$ cat config.mk
export PLATFORM = sky130hd
export DESIGN_NAME = menu_navigator
export DESIGN_NICKNAME = d
export VERILOG_FILES = /design/src/rtl/menu_navigator.sv
export SDC_FILE = /design/constraint.sdc
export NUM_CORES = 1
export LEC_CHECK = 0
export ABC_AREA = 0
export ABC_CLOCK_PERIOD_IN_PS = 4400
export BUFFER_PORTS_ARGS = -buffer_cell sky130_fd_sc_hd__buf_2
export CAP_MARGIN = 30
export CORE_MARGIN = 10
export CORE_UTILIZATION = 49
export DETAILED_ROUTE_END_ITERATION = 10
export HOLD_SLACK_MARGIN = 0.12
export PLACE_DENSITY_LB_ADDON = 0.3
export RECOVER_POWER = 50
export SYNTH_ARGS = -nofsm -noshare
export SYNTH_HDL_FRONTEND = slang
export SYNTH_SLANG_ARGS = --single-unit
$ cat constraint.sdc
create_clock -name clock -period 4.4 [get_ports clock]
set_clock_uncertainty 0.05 [all_clocks]
set_input_delay 0.22 -clock clock [delete_from_list [all_inputs] [get_ports clock]]
set_output_delay 0.22 -clock clock [all_outputs]
set_load 0.01 [all_outputs]
$ cat src/rtl/menu_navigator.sv
`default_nettype none
// ============================================================================
// menu_navigator : per-field wrap-around option indices, field select, display
//                  handshake; hold-to-repeat compiled in with MENU_AUTOREPEAT_EN
// Revision 1.0
// ============================================================================
module menu_navigator #(
    parameter int FIELDS        = 5,
    parameter int IDX_W         = 4,
    parameter int HOLD_DELAY    = 50_000_000,
    parameter int REPEAT_PERIOD = 10_000_000
) (
    input  logic                      clock,
    input  logic                      reset,
    input  logic                      right_arrow_pressed,
    input  logic                      left_arrow_pressed,
    input  logic                      field_next_pressed,
    input  logic                      load_initial,
    input  logic [FIELDS*IDX_W-1:0]   field_limits,
    output logic [FIELDS*IDX_W-1:0]   field_values,
    output logic [$clog2(FIELDS)-1:0] active_field,
    output logic                      changed,
    output logic [IDX_W-1:0]          arduino_out,
    output logic                      arduino_valid,
    input  logic                      arduino_ack
);
    localparam int AF_W = $clog2(FIELDS);
    localparam logic [AF_W-1:0] LAST_FIELD = AF_W'(FIELDS - 1);

    logic [FIELDS-1:0][IDX_W-1:0] vals;
    logic [FIELDS-1:0][IDX_W-1:0] vals_next;
    logic [FIELDS-1:0][IDX_W-1:0] limits;
    logic [AF_W-1:0]              active;
    logic [AF_W-1:0]              active_next;
    logic                         prev_right;
    logic                         prev_left;
    logic                         prev_field;
    logic                         rise_right;
    logic                         rise_left;
    logic                         rise_field;
    logic                         one_arrow;
    logic                         repeat_tick;
    logic                         step_up;
    logic                         step_down;
    logic                         clamp_any;
    logic                         change;

    assign limits       = field_limits;
    assign field_values = vals;
    assign active_field = active;

    assign rise_right = right_arrow_pressed & ~prev_right;
    assign rise_left  = left_arrow_pressed  & ~prev_left;
    assign rise_field = field_next_pressed  & ~prev_field;
    // Both arrows together cancel: no step and the repeat engine idles.
    assign one_arrow  = right_arrow_pressed ^ left_arrow_pressed;
    assign step_up    = one_arrow & right_arrow_pressed & (rise_right | repeat_tick);
    assign step_down  = one_arrow & left_arrow_pressed  & (rise_left  | repeat_tick);

`ifdef MENU_AUTOREPEAT_EN
    localparam int MAX_WAIT = (HOLD_DELAY > REPEAT_PERIOD) ? HOLD_DELAY : REPEAT_PERIOD;
    localparam int CNT_W    = $clog2(MAX_WAIT + 1);

    typedef enum logic [1:0] {
        REP_IDLE = 2'd0,
        REP_HOLD = 2'd1,
        REP_RUN  = 2'd2
    } rep_state_t;

    rep_state_t       rep_state;
    rep_state_t       rep_state_next;
    logic [CNT_W-1:0] rep_cnt;
    logic [CNT_W-1:0] rep_cnt_next;

    always_ff @(posedge clock or negedge reset) begin
        if (!reset) begin
            rep_state <= REP_IDLE;
            rep_cnt   <= '0;
        end else begin
            rep_state <= rep_state_next;
            rep_cnt   <= rep_cnt_next;
        end
    end

    // rep_cnt holds cycles since the last step; a held arrow only counts after an edge-step.
    always_comb begin
        rep_state_next = rep_state;
        rep_cnt_next   = rep_cnt;
        repeat_tick    = 1'b0;
        if (load_initial || !one_arrow) begin
            rep_state_next = REP_IDLE;
            rep_cnt_next   = '0;
        end else if (rise_right || rise_left) begin
            rep_state_next = REP_HOLD;
            rep_cnt_next   = CNT_W'(1);
        end else begin
            case (rep_state)
                REP_HOLD: begin
                    if (rep_cnt == CNT_W'(HOLD_DELAY)) begin
                        repeat_tick    = 1'b1;
                        rep_state_next = REP_RUN;
                        rep_cnt_next   = CNT_W'(1);
                    end else begin
                        rep_cnt_next = rep_cnt + CNT_W'(1);
                    end
                end
                REP_RUN: begin
                    if (rep_cnt == CNT_W'(REPEAT_PERIOD)) begin
                        repeat_tick  = 1'b1;
                        rep_cnt_next = CNT_W'(1);
                    end else begin
                        rep_cnt_next = rep_cnt + CNT_W'(1);
                    end
                end
                default: begin
                    rep_state_next = REP_IDLE;
                end
            endcase
        end
    end
`else
    assign repeat_tick = 1'b0;
`endif

    // A clamp on any field takes the whole edge; steps and field select wait.
    always_comb begin
        vals_next   = vals;
        active_next = active;
        clamp_any   = 1'b0;
        for (int k = 0; k < FIELDS; k++) begin
            if (vals[k] > limits[k]) begin
                vals_next[k] = limits[k];
                clamp_any    = 1'b1;
            end
        end
        if (!clamp_any) begin
            if (step_up) begin
                vals_next[active] = (vals[active] >= limits[active]) ? '0
                                  : vals[active] + IDX_W'(1);
            end else if (step_down) begin
                vals_next[active] = (vals[active] == '0) ? limits[active]
                                  : vals[active] - IDX_W'(1);
            end
            if (rise_field) begin
                active_next = (active == LAST_FIELD) ? '0 : active + AF_W'(1);
            end
        end
        change = (vals_next != vals) || (active_next != active);
    end

    always_ff @(posedge clock or negedge reset) begin
        if (!reset) begin
            prev_right    <= 1'b0;
            prev_left     <= 1'b0;
            prev_field    <= 1'b0;
            vals          <= '0;
            active        <= '0;
            changed       <= 1'b0;
            arduino_out   <= '0;
            arduino_valid <= 1'b0;
        end else begin
            prev_right <= right_arrow_pressed;
            prev_left  <= left_arrow_pressed;
            prev_field <= field_next_pressed;
            if (load_initial) begin
                vals          <= '0;
                active        <= '0;
                changed       <= 1'b0;
                arduino_valid <= 1'b0;
            end else begin
                vals    <= vals_next;
                active  <= active_next;
                changed <= change;
                if (change) begin
                    arduino_out   <= vals_next[active_next];
                    arduino_valid <= 1'b1;
                end else if (arduino_ack) begin
                    arduino_valid <= 1'b0;
                end
            end
        end
    end

endmodule
`default_nettype wire

==> flow_summary_export.csv, run 1 <==
group,metric,value,unit
power_and_ir_drop,p_seq_share,13.2,%
place,preCtsSetupSlack,-377,ps
layout,layout-drive-gt1-share,30.7,%
critical_path,startpoint,"active_field[2]",
critical_path,rr_worst_depth,19,
timing,drv_slew,33,
global_routing,track_usage,28.4,%
timing,setup_slack,3.50,ps
logic_synthesis,synthArstFlopShare,100,%
logic_synthesis,ys_top_cells_by_count,"nor2_1 (63), inv_1 (37), a21oi_1 (33)",
cts,cts-root-buf,"clkbuf_8",
cts,insertion_delay,310,ps
flow_run,drv_cap,1,
logic_synthesis,synth_edf_count,0,
place,place_area,5180,µm²
logic_synthesis,syn_nets,588,
logic_synthesis,avgSynthCellArea,7.89,µm²
logic_synthesis,ys_types,87,
layout,final_area,5520,µm²
critical_path,startpoint_type,"flip-flop",
timing,tightest_slew,2020,ps
timing,fin_crit,4400,ps
critical_path,critPathMaxFanout,15,
outcome,run_status,"finished, violations left",
hold_path,min_from,"arduino_ack",
hold_path,min_to,"arduino_valid",
place,numPortBuffers,55,
die,row_count,33,
die,start_util,50.6,%
drt,drt_first_iter_violations,617,
critical_path,cp.arrival,4540,ps
timing,slew_headroom,-34.5,%
timing,tns,0,ps
power_and_ir_drop,p_switching,1650,µW
timing,max_freq,0.227,GHz
critical_path,crit_path_top_delay_cell,"dfrtp_2",
critical_path,path_buf_inv,4,
power_and_ir_drop,p_comb_share,76.8,%
cts,cts_made_buffers,5,
timing,hold_ws,145,ps
hold_path,holdCritPathClass,"in2reg",
power_and_ir_drop,ir_drop,0.323,mV
die,die-area,12700,µm²
power_and_ir_drop,p_total,3180,µW
drt,remaining_drc_errors,0,
critical_path,cpMostUsedCell,"buf_4",
drt,drtPass1Iterations,7,
global_routing,grt_max_degree,33,
place,place_hpwl,15100,µm
cts,clk_pin_slew,90,ps
cts,clockBufferDepth,2,
critical_path,required,4550,ps
global_routing,antenna_found_initial,0,
drt,wl,19100,µm
logic_synthesis,synth_seq_cells,32,
critical_path,crit_chain,"buf_12, buf_4, nand2b_2, buf_4, o2bb2ai_1, nor2_1, ha_2, o21a_1, nor2_4, or2_2, a31oi_1, a21oi_1, mux2i_1, nor2_1, a2111oi_2, buf_4, and4_4, a21oi_4, mux2_4",
global_routing,overflow,0,
critical_path,critPathTopFamily,"compound AO/OA/AOI/OAI gates",
drt,avgRoutedWirePerCell,24.4,µm
timing,fin_crit_sh,99.9,%
timing,hold_viol,0,
critical_path,end_kind,"flip-flop",
drt,ant_nets,0,
cts,cts_tree,"yes",
logic_synthesis,synth_top_area_share,19.1,%
timing,finalSetupViolations,0,
die,die_h,113,µm
power_and_ir_drop,clkPwrFrac,9.9,%
logic_synthesis,ys_seq_area_share,19.1,%
layout,area_delta_synth_final,31.4,%
global_routing,grt_pass1_wl,28800,µm
outcome,violations,"max-capacitance violations, max-slew violations",
layout,nNetsFinal,729,
die,core,8300,µm²
critical_path,slowest_delay,450,ps
die,die_w,113,µm
logic_synthesis,syn_area,4200,µm²
critical_path,r2r-end,"arduino_out[1]",
logic_synthesis,synth_warnings,0,
global_routing,grt_pass1_vias,5052,
logic_synthesis,synth_area_leaders,"dfrtp_1 (19%), ha_1 (8.3%), mux2i_1 (6.9%)",
drt,num_vias,5246,
logic_synthesis,synth_top_flop_cell,"dfrtp_1",
logic_synthesis,synth.most_common_cell,"nor2_1",
cts,clkSinkCount,32,
critical_path,rrSetupSlack,3,ps
power_and_ir_drop,swShare,51.9,%
hold_path,hold_depth,3,
critical_path,crit_type,"reg2reg",
power_and_ir_drop,p_leak,0.00244,µW
place,gp_congestion,1.14,
critical_path,worstReg2RegStart,"active_field[2]",
die,ios,56,
cts,cts-htree-levels,2,
power_and_ir_drop,p_per_area,576,nW/µm²
drt,viasPerCell,6.71,
power_and_ir_drop,cellInternalPower,1530,µW
logic_synthesis,synth_area_leader_cell,"dfrtp_1",
logic_synthesis,syn_inst,533,
## worst max path at each step
stage                                 to  slack (ps)  cells past startpoint
after detailed placement  arduino_out[1]        -380                     17
after global placement    arduino_out[2]        -220                     17
after global routing      arduino_out[1]         -90                     19
after floorplan           arduino_out[0]          30                     16
after CTS                 arduino_out[1]           6                     17
final                     arduino_out[1]           3                     19
## sequential cells by signal, summed over array words and instances (netlist names)
register / count
active_field: 3
arduino_out: 4
arduino_valid: 1
changed: 1
field_values: 20
prev_field: 1
prev_left: 1
prev_right: 1
## through the flow
stage / utilization (%) / instances
after floorplan: - / 533
after global placement: 62.4 / 759
after detailed placement: 62.4 / 759
after CTS: 64.6 / 771
after global routing: 66.5 / 780
final: 66.5 / 782
## tightest hold or removal path: stages
cell and delay, ps:
buf_2 70, nand2b_1 90, a31oi_1 80
## placed cells by master (no fill, tap or decap), drive strengths merged, types with 4 or more instances in the layout
cell type    Yosys  final
o31ai            7      7
a2111oi          5      5
ha              28     28
o22ai           16     16
nor2            65     65
nand3b           8      8
or4              5      5
nand2           32     32
buf             12    140
o21ai           23     23
dfrtp           32     32
a22oi            6      6
o22a             4      4
nor3            16     16
mux2             6      6
o21a             5      5
clkbuf          13     20
nand2b           7      7
a21oi           37     37
nand4            4      4
nand3           13     13
a21o             5      5
o211ai           7      7
a31oi           10     10
and2             7      7
dlygate4sd3      0      4
nor4            12     12
nor2b           11     11
mux2i           29     29
inv             40     41
and4             7      7
## power by group through the flow
stage          Combinational (µW)  Clock [µW]  Sequential [µW]
6_report                     2450         316              421
5_1_grt                      2570         327              425
4_1_cts                      2240         316              417
3_5_place_dp                 2210           0              422
3_3_place_gp                 2170           0              421
2_1_floorplan                1230           0              463
## metal layers
metal | vias to the layer above | share of wire (%) | wire, µm | GRT usage (%)
li1 | 2299 | - | - | -
met1 | 2443 | 39 | 7490 | 35.8
met2 | 410 | 44 | 8350 | 44.5
met3 | 94 | 12 | 2230 | 7.83
met4 | 0 | 5.3 | 1020 | 11.5
met5 | - | 0 | 0 | 0
## cell type report
type	instances	area, µm²
Antenna cell	2	5.00
Fill cell	746	2780
Clock inverter	3	46.3
Timing Repair Buffer	159	1090
Clock buffer	5	68.8
Multi-Input combinational cell	435	3220
Tap cell	105	131
Sequential cell	32	805
Inverter	41	159
## what timing repair did
item                                   in CTS  in global routing
pin swaps                                   1                  8
endpoints found under the hold margin      35                  0
hold buffers                                4                  0
gates cloned                                0                  0
buffers inserted                            0                  9
setup endpoints to repair                   6                  6
resized for setup                           5                 29
## cells by family (layout without fill, tap and decap cells)
kind of cell,count (synthesis),count (layout),synth area share [%]
flops,32,32,19.1
simple gates,199,199,26.6
fa+ha+maj,28,28,8.34
mux,35,35,8.78
buf+inv,66,208,7.29
xor+xnor,3,3,0.625
compound gates,170,170,29.4
other cells,0,2,0
Power figures use the tool's default switching activity.
==> run 2, diff against run 1 <==
--- a/config.mk
+++ b/config.mk
@@ -6,13 +6,13 @@
 export NUM_CORES = 1
 export LEC_CHECK = 0
 export ABC_AREA = 0
-export ABC_CLOCK_PERIOD_IN_PS = 4400
 export BUFFER_PORTS_ARGS = -buffer_cell sky130_fd_sc_hd__buf_2
 export CAP_MARGIN = 30
 export CORE_MARGIN = 10
 export CORE_UTILIZATION = 49
 export DETAILED_ROUTE_END_ITERATION = 10
 export HOLD_SLACK_MARGIN = 0.12
+export MAX_ROUTING_LAYER = met4
 export PLACE_DENSITY_LB_ADDON = 0.3
 export RECOVER_POWER = 50
 export SYNTH_ARGS = -nofsm -noshare
==> flow_summary_export.csv, run 2 (synthesis results as in run 1) <==
group,metric,value,unit
layout,final_cell_mix,"buf_4 (93), nor2_1 (61), buf_2 (43)",
drt,avgRoutedWirePerCell,24.5,µm
power_and_ir_drop,cellInternalPower,1510,µW
power_and_ir_drop,p_comb_share,78.7,%
critical_path,startpoint_type,"flip-flop",
timing,drv_slew,33,
cts,cts_made_buffers,5,
drt,drt_first_iter_violations,644,
layout,fillers,753,
global_routing,overflow,0,
critical_path,end_kind,"flip-flop",
flow_run,drv_cap,1,
die,start_util,50.6,%
layout,instances_no_fill,779,
drt,remaining_drc_errors,0,
timing,finalSetupViolations,0,
power_and_ir_drop,ir_drop,0.361,mV
global_routing,grt_pass1_wl,29100,µm
cts,cts-root-buf,"clkbuf_8",
layout,layout-drive-gt1-share,31.5,%
die,ios,56,
die,die_h,113,µm
timing,tns,0,ps
global_routing,grt_max_degree,33,
power_and_ir_drop,p_seq_share,13.3,%
die,row_count,33,
power_and_ir_drop,p_switching,1640,µW
timing,setup_slack,123,ps
layout,area_delta_synth_final,31.1,%
timing,fin_crit,4280,ps
place,dp.cells,765,
layout,largest_register_ffs,20,
layout,final_area,5510,µm²
drt,num_vias,5102,
power_and_ir_drop,p_total,3150,µW
place,place_hpwl,15600,µm
cts,cts-htree-levels,2,
global_routing,grt_pass1_vias,5109,
drt,drtPass1Iterations,5,
hold_path,holdCritPathClass,"in2reg",
layout,final_common_cell,"buf_4",
die,die_w,113,µm
place,gp_congestion,1.08,
layout,n_antenna_cell,0,
critical_path,critPathMaxFanout,7,
die,die-area,12700,µm²
power_and_ir_drop,p_leak,0.00244,µW
cts,clk_pin_slew,70,ps
drt,wl,19100,µm
cts,clockBufferDepth,2,
timing,hold_viol,0,
timing,max_freq,0.234,GHz
global_routing,track_usage,29.5,%
drt,ant_nets,0,
outcome,run_status,"finished, violations left",
power_and_ir_drop,swShare,52.0,%
die,core,8300,µm²
outcome,violations,"max-capacitance violations, max-slew violations",
power_and_ir_drop,clkPwrFrac,8.0,%
place,preCtsSetupSlack,-355,ps
timing,tightest_slew,1920,ps
layout,nNetsFinal,728,
place,place_area,5220,µm²
cts,insertion_delay,290,ps
power_and_ir_drop,p_per_area,572,nW/µm²
timing,fin_crit_sh,97.2,%
drt,viasPerCell,6.55,
global_routing,antenna_found_initial,0,
critical_path,crit_type,"reg2reg",
place,numPortBuffers,55,
cts,cts_tree,"yes",
critical_path,required,4530,ps
critical_path,cp.arrival,4410,ps
cts,clkSinkCount,32,
timing,slew_headroom,-27.9,%
run 2: cell types whose count changed in the layout (fill, tap and decap cells not counted), sizes merged:
cell / change
clkbuf: +2
diode: -2
buf: -1
bufinv: -1
inv: -1
run 2: what timing repair did:
item	4_1_cts	5_1_grt
pin swaps	1	9
buffers inserted	0	2
hold buffers	4	0
resized for setup	8	32
endpoints found under the hold margin	35	0
setup endpoints to repair	6	6
run 2: cell type report:
class / instances / area [µm²] / share of cell area (%)
clock buffer: 7 / 86.3 / 1.57
clock inverter: 1 / 7.51 / 0.136
inverter: 41 / 159 / 2.88
multi-input combinational: 435 / 3260 / 59.2
sequential: 32 / 805 / 14.6
tap: 105 / 131 / 2.38
timing repair buffer: 158 / 1060 / 19.3
run 2: final timing paths:
check                           startpoint              end  slack (ps)  cells past startpoint
hold reg to reg             arduino_out[1]   arduino_out[1]         470                      1
setup / recovery           active_field[0]   arduino_out[2]         120                     17
setup reg to reg           active_field[0]   arduino_out[2]         120                     17
min in group asynchronous            reset  field_values[8]         930                      2
max in group asynchronous            reset  active_field[0]        2120                      2
hold / removal                 arduino_ack    arduino_valid         160                      3
run 2: layer usage:
layer  vias to the layer above  track usage [%]  share of wire, %
met5                         -                -                 0
met4                         0             15.1               5.7
met3                        70             6.34                10
met2                       329             43.4                43
met1                      2404             37.1                41
li1                       2299                -                 -
run 2: metrics by stage:
stage | utilization (%) | hold WS (ps)
2_1_floorplan | - | -126
3_3_place_gp | 62.8 | 266
3_5_place_dp | 62.8 | 279
4_1_cts | 64.7 | 168
5_1_grt | 66.4 | 199
6_report | 66.4 | 161
run 2: critical path, stage by stage, from the launching register on:
cell and delay [ps]:
dfrtp_2 460, buf_4 190, mux2i_1 250, buf_4 160
o22ai_2 90, nor2_4 160, clkinv_4 60, ha_1 230
a2111oi_4 310, buf_4 180, nor2_4 50, or4_1 530
a21oi_2 180, o21ai_1 120, a2111oi_2 420, and4_4 320
a21oi_4 80, mux2_4 320
run 2: power groups by stage:
stage / clock network, µW / logic [µW] / registers [µW]
after floorplan: 0 / 1230 / 463
after global placement: 0 / 2230 / 421
after detailed placement: 0 / 2250 / 420
after CTS: 253 / 2290 / 416
after global routing: 264 / 2620 / 425
final: 253 / 2480 / 419
==> run 3, diff against run 2 <==
--- a/config.mk
+++ b/config.mk
@@ -8,7 +8,6 @@
 export ABC_AREA = 0
 export BUFFER_PORTS_ARGS = -buffer_cell sky130_fd_sc_hd__buf_2
 export CAP_MARGIN = 30
-export CORE_MARGIN = 10
 export CORE_UTILIZATION = 49
 export DETAILED_ROUTE_END_ITERATION = 10
 export HOLD_SLACK_MARGIN = 0.12
==> flow_summary_export.csv, run 3 (synthesis results as in run 1) <==
group,metric,value,unit
global_routing,antenna_found_initial,0,
critical_path,crit_type,"reg2reg",
critical_path,end_kind,"flip-flop",
hold_path,hold_depth,3,
cts,clockBufferDepth,2,
drt,avgRoutedWirePerCell,24.3,µm
critical_path,startpoint_type,"flip-flop",
die,row_count,33,
global_routing,track_usage,45.7,%
critical_path,cp.arrival,4490,ps
die,ios,56,
layout,fin_util,68.6,%
critical_path,required,4520,ps
cts,cts-root-buf,"clkbuf_8",
die,start_util,50.9,%
die,die_h,94.6,µm
layout,nNetsFinal,741,
timing,drv_slew,33,
layout,multi_input_area,3320,µm²
hold_path,holdCritPathClass,"in2reg",
critical_path,critPathMaxFanout,7,
layout,area_delta_synth_final,34.7,%
global_routing,grt_pass1_wl,29200,µm
power_and_ir_drop,p_per_area,570,nW/µm²
timing,finalSetupViolations,0,
timing,fin_crit_sh,99.3,%
global_routing,overflow,0,
die,core,8260,µm²
timing,max_freq,0.229,GHz
cts,insertion_delay,300,ps
layout,ff_latch_area,805,µm²
outcome,violations,"max-capacitance violations, max-slew violations",
layout,layout-drive-gt1-share,32.9,%
drt,wl,19200,µm
critical_path,r2r-end,"arduino_out[0]",
timing,hold_viol,0,
flow_run,drv_cap,1,
hold_path,min_from,"arduino_ack",
layout,fillers,730,
timing,tns,0,ps
die,die-area,8950,µm²
timing,tightest_slew,1980,ps
die,die_w,94.6,µm
global_routing,grt_pass1_vias,5038,
global_routing,grt_max_degree,33,
timing,hold_ws,165,ps
hold_path,min_to,"arduino_valid",
outcome,run_status,"finished, violations left",
drt,drt_first_iter_violations,616,
power_and_ir_drop,ir_drop,0.287,mV
cts,clk_pin_slew,90,ps
cts,cts-htree-levels,2,
cts,cts_made_buffers,5,
drt,viasPerCell,6.65,
critical_path,worstReg2RegStart,"active_field[0]",
cts,cts_tree,"yes",
cts,clkSinkCount,32,
place,gp_congestion,1.15,
drt,ant_nets,0,
layout,largest_register_ffs,20,
layout,final_cell_mix,"buf_4 (100), nor2_1 (61), buf_2 (44)",
place,numPortBuffers,55,
place,place_hpwl,15400,µm
drt,drtPass1Iterations,5,
timing,fin_crit,4370,ps
power_and_ir_drop,p_leak,0.00250,µW
drt,num_vias,5267,
drt,remaining_drc_errors,0,
layout,final_common_cell,"buf_4",
critical_path,rrSetupSlack,30,ps
critical_path,rr_worst_depth,20,
timing,slew_headroom,-32.0,%
layout,n_antenna_cell,0,
## run 3: per-stage QoR
stage	setup slack, ps	cells	cell area (µm²)	total power (µW)
2_1_floorplan	30.1	533	4200	1690
3_3_place_gp	-235	778	5330	2700
3_5_place_dp	-188	778	5330	2720
4_1_cts	6.23	791	5510	3010
5_1_grt	-32.7	792	5660	3370
6_report	31.9	792	5660	3230
## run 3: area by class of cell
cell class              instances  area share, %
repair buffers                171           20.5
clock buffers                   5           1.22
well taps                     105           2.32
clock inverters                 3          0.331
multi-input cells             435           58.6
inverters                      41           2.81
flip-flops and latches         32           14.2
## run 3: how the worst max path moves through the flow
| stage | startpoint | cells after the start | end |
|---|---|---|---|
| 2_1_floorplan | active_field[0] | 16 | arduino_out[0] |
| 3_3_place_gp | active_field[1] | 17 | arduino_out[2] |
| 3_5_place_dp | active_field[1] | 15 | arduino_out[0] |
| 4_1_cts | active_field[0] | 19 | arduino_out[0] |
| 5_1_grt | active_field[0] | 20 | arduino_out[0] |
| 6_report | active_field[0] | 20 | arduino_out[0] |
## run 3: timing repair
item,4_1_cts,5_1_grt
endpoints found under the setup margin,6,6
hold endpoints to repair,35,0
pin swaps,1,12
resized for setup,10,40
setup buffers,1,1
hold buffers,4,0
## run 3: critical path: stages, from the launching register on
cell and delay [ps]:
dfrtp_2 450, buf_12 150, buf_4 150, nor3b_4 300, buf_4 170, and2_4 150, nor2_4 40, clkinv_4 50
ha_2 260, o21a_1 210, nor2_4 150, nor2_4 60, o311ai_1 300, a22oi_1 160, buf_4 180, o311ai_1 490
a2111oi_4 60, buf_4 160, and4_4 180, a21oi_4 200, mux2_4 310
## run 3: per-layer routing
metal	up-vias	part of all wire (%)	GRT usage, %
met2	370	44	69.3
met5	-	0	-
met1	2470	39	57.9
li1	2333	-	-
met4	0	6.0	23.7
met3	94	10	7.89
## run 3: power breakdown
part / switching, µW / total, µW / internal [µW]
sequential: 43.9 / 404 / 360
combinational: 1520 / 2570 / 1050
clock: 136 / 247 / 111
